`src/rtl/iir_out_fifo.sv`:
```
// First-word-fall-through output buffer behind the IIR stage. It accepts every valid
// sample, drops samples when full and flags each drop in a sticky overflow bit.
module iir_out_fifo #(
  parameter int DW    = 9,
  parameter int DEPTH = 8,
  parameter int AW    = 3
) (
  input  logic          clk,
  input  logic          rst,
  input  logic [DW-1:0] din,
  input  logic          vin,
  output logic [DW-1:0] dout,
  output logic          vout,
  input  logic          rdy,
  output logic [AW:0]   count,
  output logic          full,
  output logic          empty,
  output logic          ovf,
  input  logic          clr_ovf
);

  localparam logic [AW:0] FULL_CNT = (AW+1)'(DEPTH);
  localparam logic [AW:0] ONE_CNT  = (AW+1)'(1);
  localparam logic [AW-1:0] ONE_PTR = AW'(1);

  logic [DW-1:0] mem_q [DEPTH];
  logic [AW-1:0] wr_ptr_q, wr_ptr_d;
  logic [AW-1:0] rd_ptr_q, rd_ptr_d;
  logic [AW:0]   count_q, count_d;
  logic          ovf_q, ovf_d;
  logic          pop, push;

  assign empty = (count_q == '0);
  assign full  = (count_q == FULL_CNT);
  assign vout  = !empty;
  assign dout  = empty ? '0 : mem_q[rd_ptr_q];
  assign count = count_q;
  assign ovf   = ovf_q;

  always_comb begin
    pop      = vout && rdy;
    // A pop in the same cycle frees a slot for a push into a full FIFO.
    push     = vin && (!full || pop);
    wr_ptr_d = wr_ptr_q;
    rd_ptr_d = rd_ptr_q;
    count_d  = count_q;
    ovf_d    = ovf_q;
    if (push) wr_ptr_d = wr_ptr_q + ONE_PTR;
    if (pop)  rd_ptr_d = rd_ptr_q + ONE_PTR;
    case ({push, pop})
      2'b10:   count_d = count_q + ONE_CNT;
      2'b01:   count_d = count_q - ONE_CNT;
      default: count_d = count_q;
    endcase
    // A new drop takes priority over a clear in the same cycle.
    if (vin && full && !pop) ovf_d = 1'b1;
    else if (clr_ovf)        ovf_d = 1'b0;
  end

  always_ff @(posedge clk or posedge rst) begin
    if (rst) begin
      wr_ptr_q <= '0;
      rd_ptr_q <= '0;
      count_q  <= '0;
      ovf_q    <= 1'b0;
    end else begin
      wr_ptr_q <= wr_ptr_d;
      rd_ptr_q <= rd_ptr_d;
      count_q  <= count_d;
      ovf_q    <= ovf_d;
    end
  end

  always_ff @(posedge clk) begin
    if (push) mem_q[wr_ptr_q] <= din;
  end

endmodule

```
`config.mk`:
```
export PLATFORM = sky130hd
export DESIGN_NAME = iir_out_fifo
export DESIGN_NICKNAME = d
export VERILOG_FILES = /design/src/rtl/iir_out_fifo.sv
export SDC_FILE = /design/constraint.sdc
export NUM_CORES = 1
export LEC_CHECK = 0
export BUFFER_PORTS_ARGS = -buffer_cell sky130_fd_sc_hd__buf_2
export CORE_MARGIN = 4
export CORE_UTILIZATION = 58
export CTS_CLUSTER_SIZE = 40
export DETAILED_ROUTE_END_ITERATION = 6
export GPL_ROUTABILITY_DRIVEN = 0
export MAX_ROUTING_LAYER = met4
export PLACE_DENSITY = 0.76
export SYNTH_ARGS = -nofsm -noshare
export SYNTH_HDL_FRONTEND = slang
export SYNTH_SLANG_ARGS = --single-unit
```
`constraint.sdc`:
```
create_clock -name clk -period 2.6 [get_ports clk]
set_input_delay 0.13 -clock clk [delete_from_list [all_inputs] [get_ports clk]]
set_output_delay 0.13 -clock clk [all_outputs]
set_load 0.03 [all_outputs]
```
==> results of run 1 <==
## synthesized netlist by cell type (all sizes together)
cell type	count
or4b	1
nor4	1
edfxtp	72
nor4b	2
dfrtp	11
or4	1
or3	1
nand2	7
nor2	15
a21bo	1
mux2	2
o311ai	1
mux4	18
o21ai	4
inv	5
nand3	2
ha	3
nor3	6
xnor2	4
mux2i	9
nand2b	3
a21o	1
o32ai	1
buf	10
a21oi	4
and4b	1
clkbuf	1
o21a	1
xor2	2
o41ai	1
## critical path: cells and delay by family, from the launching register on
family,cells,cell delay (ns)
flip-flops,1,0.94
multiplexers,2,0.60
buffers and inverters,1,0.18
AND/OR/NAND/NOR,1,0.06
## through the flow
step | hold WS [ns] | setup slack (ns) | instances | util [%]
after floorplan | -0.0176 | 0.294 | 191 | -
after global placement | 0.135 | 0.167 | 290 | 65.4
after detailed placement | 0.151 | 0.00421 | 290 | 65.4
after CTS | 0.0283 | 0.315 | 308 | 69.6
after global routing | 0.0389 | 0.169 | 308 | 69.6
final | 0.0499 | 0.354 | 308 | 69.6
## cells by family after synthesis
logic type | after synthesis
compound gates | 14
xor+xnor | 6
fa+ha+maj | 3
buf+inv | 16
flops | 83
mux | 29
simple gates | 40
## repair_timing
action | 4_1_cts | 5_1_grt
endpoints found under the hold margin | 12 | 0
setup endpoints to repair | 9 | 0
resized for setup | 1 | 0
buffers inserted | 0 | 0
hold buffers | 2 | 0
## power by group
part           switching (W)  total, W  leakage (nW)  internal, W
Combinational       0.000921   0.00160         0.530     0.000683
Sequential          0.000265   0.00195         0.788      0.00169
Clock               0.000439  0.000977         0.109     0.000538
## sequential cells by signal, summed over array words and instances (netlist names)
signal and flops:
mem_q 72, count 4, rd_ptr_q 3, wr_ptr_q 3, ovf 1
## worst max-delay path by stage
stage	endpoint	slack [ns]
after floorplan	mem_q[0][0]	0.29
after global placement	mem_q[4][5]	0.17
after detailed placement	mem_q[4][6]	0.004
after CTS	dout[0]	0.31
after global routing	count[2]	0.17
final	dout[0]	0.35
## placed cells by master (no fill, tap or decap), types with 4 or more instances in the layout
| cell | synthesis | routed |
|---|---|---|
| buf_4 | 3 | 8 |
| mux4_2 | 18 | 18 |
| edfxtp_1 | 72 | 72 |
| mux2i_1 | 9 | 9 |
| clkbuf_8 | 0 | 9 |
| buf_2 | 4 | 30 |
| nor3_1 | 6 | 5 |
| nor2_1 | 15 | 15 |
| inv_1 | 4 | 4 |
| a21oi_1 | 4 | 4 |
| xnor2_1 | 4 | 4 |
| dfrtp_1 | 11 | 11 |
| nand2_1 | 5 | 5 |
## layer usage
layer  GRT usage, %  up-vias  part of all wire [%]
met5              -        -                     0
met2           30.1       54                    52
met1           25.0      914                    41
met4           7.77        0                   1.4
met3           5.83       10                   5.4
li1               -      828                     -
## cell type report
type	instances	area [um2]	area share (%)
clock buffer	9	124	3.15
clock inverter	7	91.3	2.32
inverter	5	18.8	0.478
multi-input combinational	92	937	23.9
sequential	83	2440	62.0
tap	72	90.1	2.29
timing repair buffer	40	230	5.86
==> flow_metrics.tcl, run 1 <==
set metrics [dict create \
    status "finished clean" \
    synth_mux_area_share_pct 15.0 \
    synth_compound_area_share_pct 3.19 \
    synthTopCellsByArea "edfxtp_1 63%, mux4_2 12%, dfrtp_1 8.0%" \
    cp_slowest_cell "dfrtp_1" \
    yosysTopAreaCell "edfxtp_1" \
    total_power_w 0.00453 \
    setup_viol 0 \
    htreeDepth 3 \
    skew_ns 0.0112 \
    synthSimpleGateAreaFrac_pct 6.01 \
    n_antenna_cell 0 \
    fin_crit_ns 2.25 \
    crit_type "register to output port" \
    grt_pass1_wl_mm 10.0 \
    num_vias 1806 \
    hold_start "din[5]" \
    clock_sinks 83 \
    drt_iter0_drc 141 \
    hold_path_end "mem_q[1][5]" \
    port_buffers 30 \
    end_kind "output port" \
    fin_tns_setup_ns 0 \
    synth_top_family_by_area "multiplexers" \
    synth_top_area_share_pct 62.6 \
    final_area_um2 3930 \
    track_usage_pct 19.7 \
    netlist_area_um2 3450 \
    power_density_nw_per_um2 1150 \
    reg2reg_from "count[0]" \
    cp_cell_sequence "mux4_2 > mux2i_1 > nor2_1 > buf_2" \
    clk_pin_slew_ns 0.08 \
    cp_max_fo 20 \
    die_h_um 85.2 \
    worst-endpoint-required_ns 2.47 \
    core_area_um2 5640 \
    routed_wl_mm 6.11 \
    drt-pass1-iter-count 4 \
    cts-root-buf "clkbuf_8" \
    die_w_um 85.2 \
    fmax_mhz 445 \
    antenna_left 0 \
    hold_viol 0 \
    peakVddDrop_mv 0.676 \
    grt_overflow 0 \
    die_area_um2 7250 \
    ys_seq_elements 83 \
    drt-vias-per-instance 5.86 \
    final_max_slew_viol_count 0 \
    timing.max_cap.violations 0 \
    reg2reg_setup_slack_ns 0.48 \
    cp-start-kind "register" \
    synth_fa_ha_area_share_pct 1.09 \
    clk-insertion-delay-late_ns 0.35 \
    layout.nets 248 \
    syn2layout_area_growth_pct 13.7 \
    drcViolationCount 0 \
    floorplan.initialDensity_pct 61.2 \
    r2r_end "count[2]" \
    clk_path_buf_depth 2 \
    drive_above_1_share_pct 34.7 \
    synth_xor_area_share_pct 1.52 \
    rows 27 \
    syn-instance-count 191 \
    syn_area_per_cell_um2 18.1 \
    ff2ff_path_depth 8 \
    hold_class "primary input to register" \
    ios 31 \
    synth_cell_types 37 \
    crit_start "rd_ptr_q[1]" \
    p_leak_nw 1.43 \
    n_fill_cell 337 \
    slew_headroom_pct 40.0 \
    tritoncts "done" \
    numCtsBuffers 9 \
    fin_crit_sh_pct 86.4 \
    antenna_found_initial 0 \
    synth_nets 208 \
    worst_path_largest_cell_delay_ns 0.94 \
    worstPathArrival_ns 2.12 \
    hold_depth 1 \
    grt_max_degree 21 \
    yosysWarningCount 0 \
    dp_hpwl_mm 4.08 \
    dpl_cell_area_um2 3690 \
    rsz0062_at_grt "no" \
    worst_slew_pin_slew_ns 0.900 \
    grt_pass1_vias 1863 \
    wl_per_cell_um 19.8 \
    seq_area_frac_synth_pct 70.6 \
]
Power figures use the tool's default switching activity.
==> run 2, diff against run 1 <==
Settings changed: REMOVE_ABC_BUFFERS from default to 1.
==> run 2 against run 1 <==
Via count increased by 2.3%. Clock skew up 0.00061 ns. Sequential power barely moved. Final area shrank 0.76%. Hold slack better by 0.011 ns. Utilization is 0.53 points lower. Critical path depth unchanged. Combinational power barely moved. Setup slack got worse by 0.031 ns. First-iteration DRC count rose by 15%. Flip-flop and latch count is the same. Register-to-register slack lost 0.09 ns. Critical endpoint is now dout[1].
==> flow_metrics.tcl, run 2 (synthesis gave the netlist of run 1 again) <==
set metrics [dict create \
    status "finished clean" \
    drt-pass1-iter-count 4 \
    dp_cells 290 \
    numCtsBuffers 9 \
    fin_cells 308 \
    die_h_um 85.2 \
    dp_hpwl_mm 4.40 \
    die_w_um 85.2 \
    wl_per_cell_um 21.1 \
    p_leak_nw 1.40 \
    die_area_um2 7250 \
    worstPathArrival_ns 2.15 \
    worst_slew_pin_slew_ns 0.902 \
    rsz0062_at_grt "no" \
    setup_viol 0 \
    num_vias 1848 \
    antenna_found_initial 0 \
    floorplan.initialDensity_pct 61.2 \
    clk-insertion-delay-late_ns 0.34 \
    met1_usage_pct 26.4 \
    regMostFlops "mem_q" \
    layout.nets 248 \
    cts-root-buf "clkbuf_8" \
    clk_path_buf_depth 2 \
    cts_hold_buf 2 \
    htreeDepth 3 \
    grt_pass1_vias 1905 \
    n_fill_cell 378 \
    ios 31 \
    core_area_um2 5640 \
    final_common_cell "edfxtp_1" \
    rows 27 \
    antenna_left 0 \
    clk_pin_slew_ns 0.08 \
    post_cts_buffers 0 \
    end_kind "output port" \
    port_buffers 30 \
    cp_max_fo 20 \
    power_density_nw_per_um2 1140 \
    n_antenna_cell 0 \
    skew_ns 0.0118 \
    final_cell_mix "72 x edfxtp_1, 30 x buf_2, 18 x mux4_2, 15 x nor2_1, 11 x dfrtp_1" \
    drcViolationCount 0 \
    grt_util_met2_pct 31.2 \
    tritoncts "done" \
    grt-busiest-layer "met2" \
    routed_wl_mm 6.50 \
    fin_tns_setup_ns 0 \
    cp-start-kind "register" \
    crit_type "register to output port" \
    grt_pass1_wl_mm 10.5 \
    drive_above_1_share_pct 33.5 \
    slew_headroom_pct 39.8 \
    ctsResizeCount 0 \
    timing.max_cap.violations 0 \
    grt_max_degree 21 \
    syn2layout_area_growth_pct 12.9 \
    largest_register_ffs 72 \
    fmax_mhz 439 \
    hold_class "primary input to register" \
    clock_sinks 83 \
    worst-endpoint-required_ns 2.47 \
    grt_overflow 0 \
    fin_crit_sh_pct 87.6 \
    drt_iter0_drc 162 \
    track_usage_pct 20.3 \
    final_max_slew_viol_count 0 \
    drt-vias-per-instance 6.00 \
    peakVddDrop_mv 0.692 \
    met3_usage_pct 3.79 \
    hold_viol 0 \
    fin_crit_ns 2.28 \
]
run 2: changes by cell type in the layout (fill, tap and decap cells not counted), sizes merged:
| cell | delta |
|---|---|
| clkinvlp | +1 |
| bufinv | -1 |
| inv | -1 |
| clkinv | -1 |
| clkbuf | +2 |
run 2: per-stage QoR:
stage	instance area (um2)	hold slack [ns]	util, %	setup slack (ns)	power, W
floorplan	3380	-0.0176	-	0.299	0.00309
detailed placement	3690	0.141	65.4	0.111	0.00363
global route	3900	0.0685	69.1	0.184	0.00470
CTS	3890	0.0611	69.0	0.0939	0.00449
global placement	3690	0.134	65.4	0.233	0.00355
finish	3900	0.0605	69.1	0.323	0.00445
run 2: path summary, 6_finish.rpt:
path | startpoint | to | slack (ns) | cells after the start
max in group asynchronous | rst | wr_ptr_q[1] | 1.98 | 3
setup / recovery | rd_ptr_q[1] | dout[1] | 0.32 | 4
min in group asynchronous | rst | wr_ptr_q[0] | 0.32 | 3
setup reg to reg | count[0] | mem_q[2][0] | 0.39 | 4
hold reg to reg | ovf | ovf | 0.56 | 2
hold / removal | din[7] | mem_q[7][7] | 0.06 | 1
run 2: layout make-up:
cell class / instances / area [um2] / area share [%]
repair buffers: 40 / 230 / 5.91
multi-input cells: 92 / 937 / 24.0
well taps: 72 / 90.1 / 2.31
inverters: 5 / 18.8 / 0.481
clock inverters: 5 / 53.8 / 1.38
clock buffers: 11 / 131 / 3.37
flip-flops and latches: 83 / 2440 / 62.5
run 2: routing by layer:
metal  part of all wire, %  routed length (um)
met1                    40                2630
met4                   2.6                 167
met5                     0                   0
met2                    51                3320
met3                   5.8                 379
run 2: where the power goes:
part	internal, W	switching [W]	total [W]	leakage [nW]
Combinational	0.000684	0.000937	0.00162	0.530
Clock	0.000440	0.000429	0.000869	0.0870
Sequential	0.00169	0.000275	0.00196	0.788
Total	0.00281	0.00164	0.00445	1.40
run 2: critical path, cell delays in order, from the launching register on:
cell     delay, ns
dfrtp_1       0.94
mux4_2        0.46
mux2i_1       0.17
nor2_1        0.06
buf_2         0.18
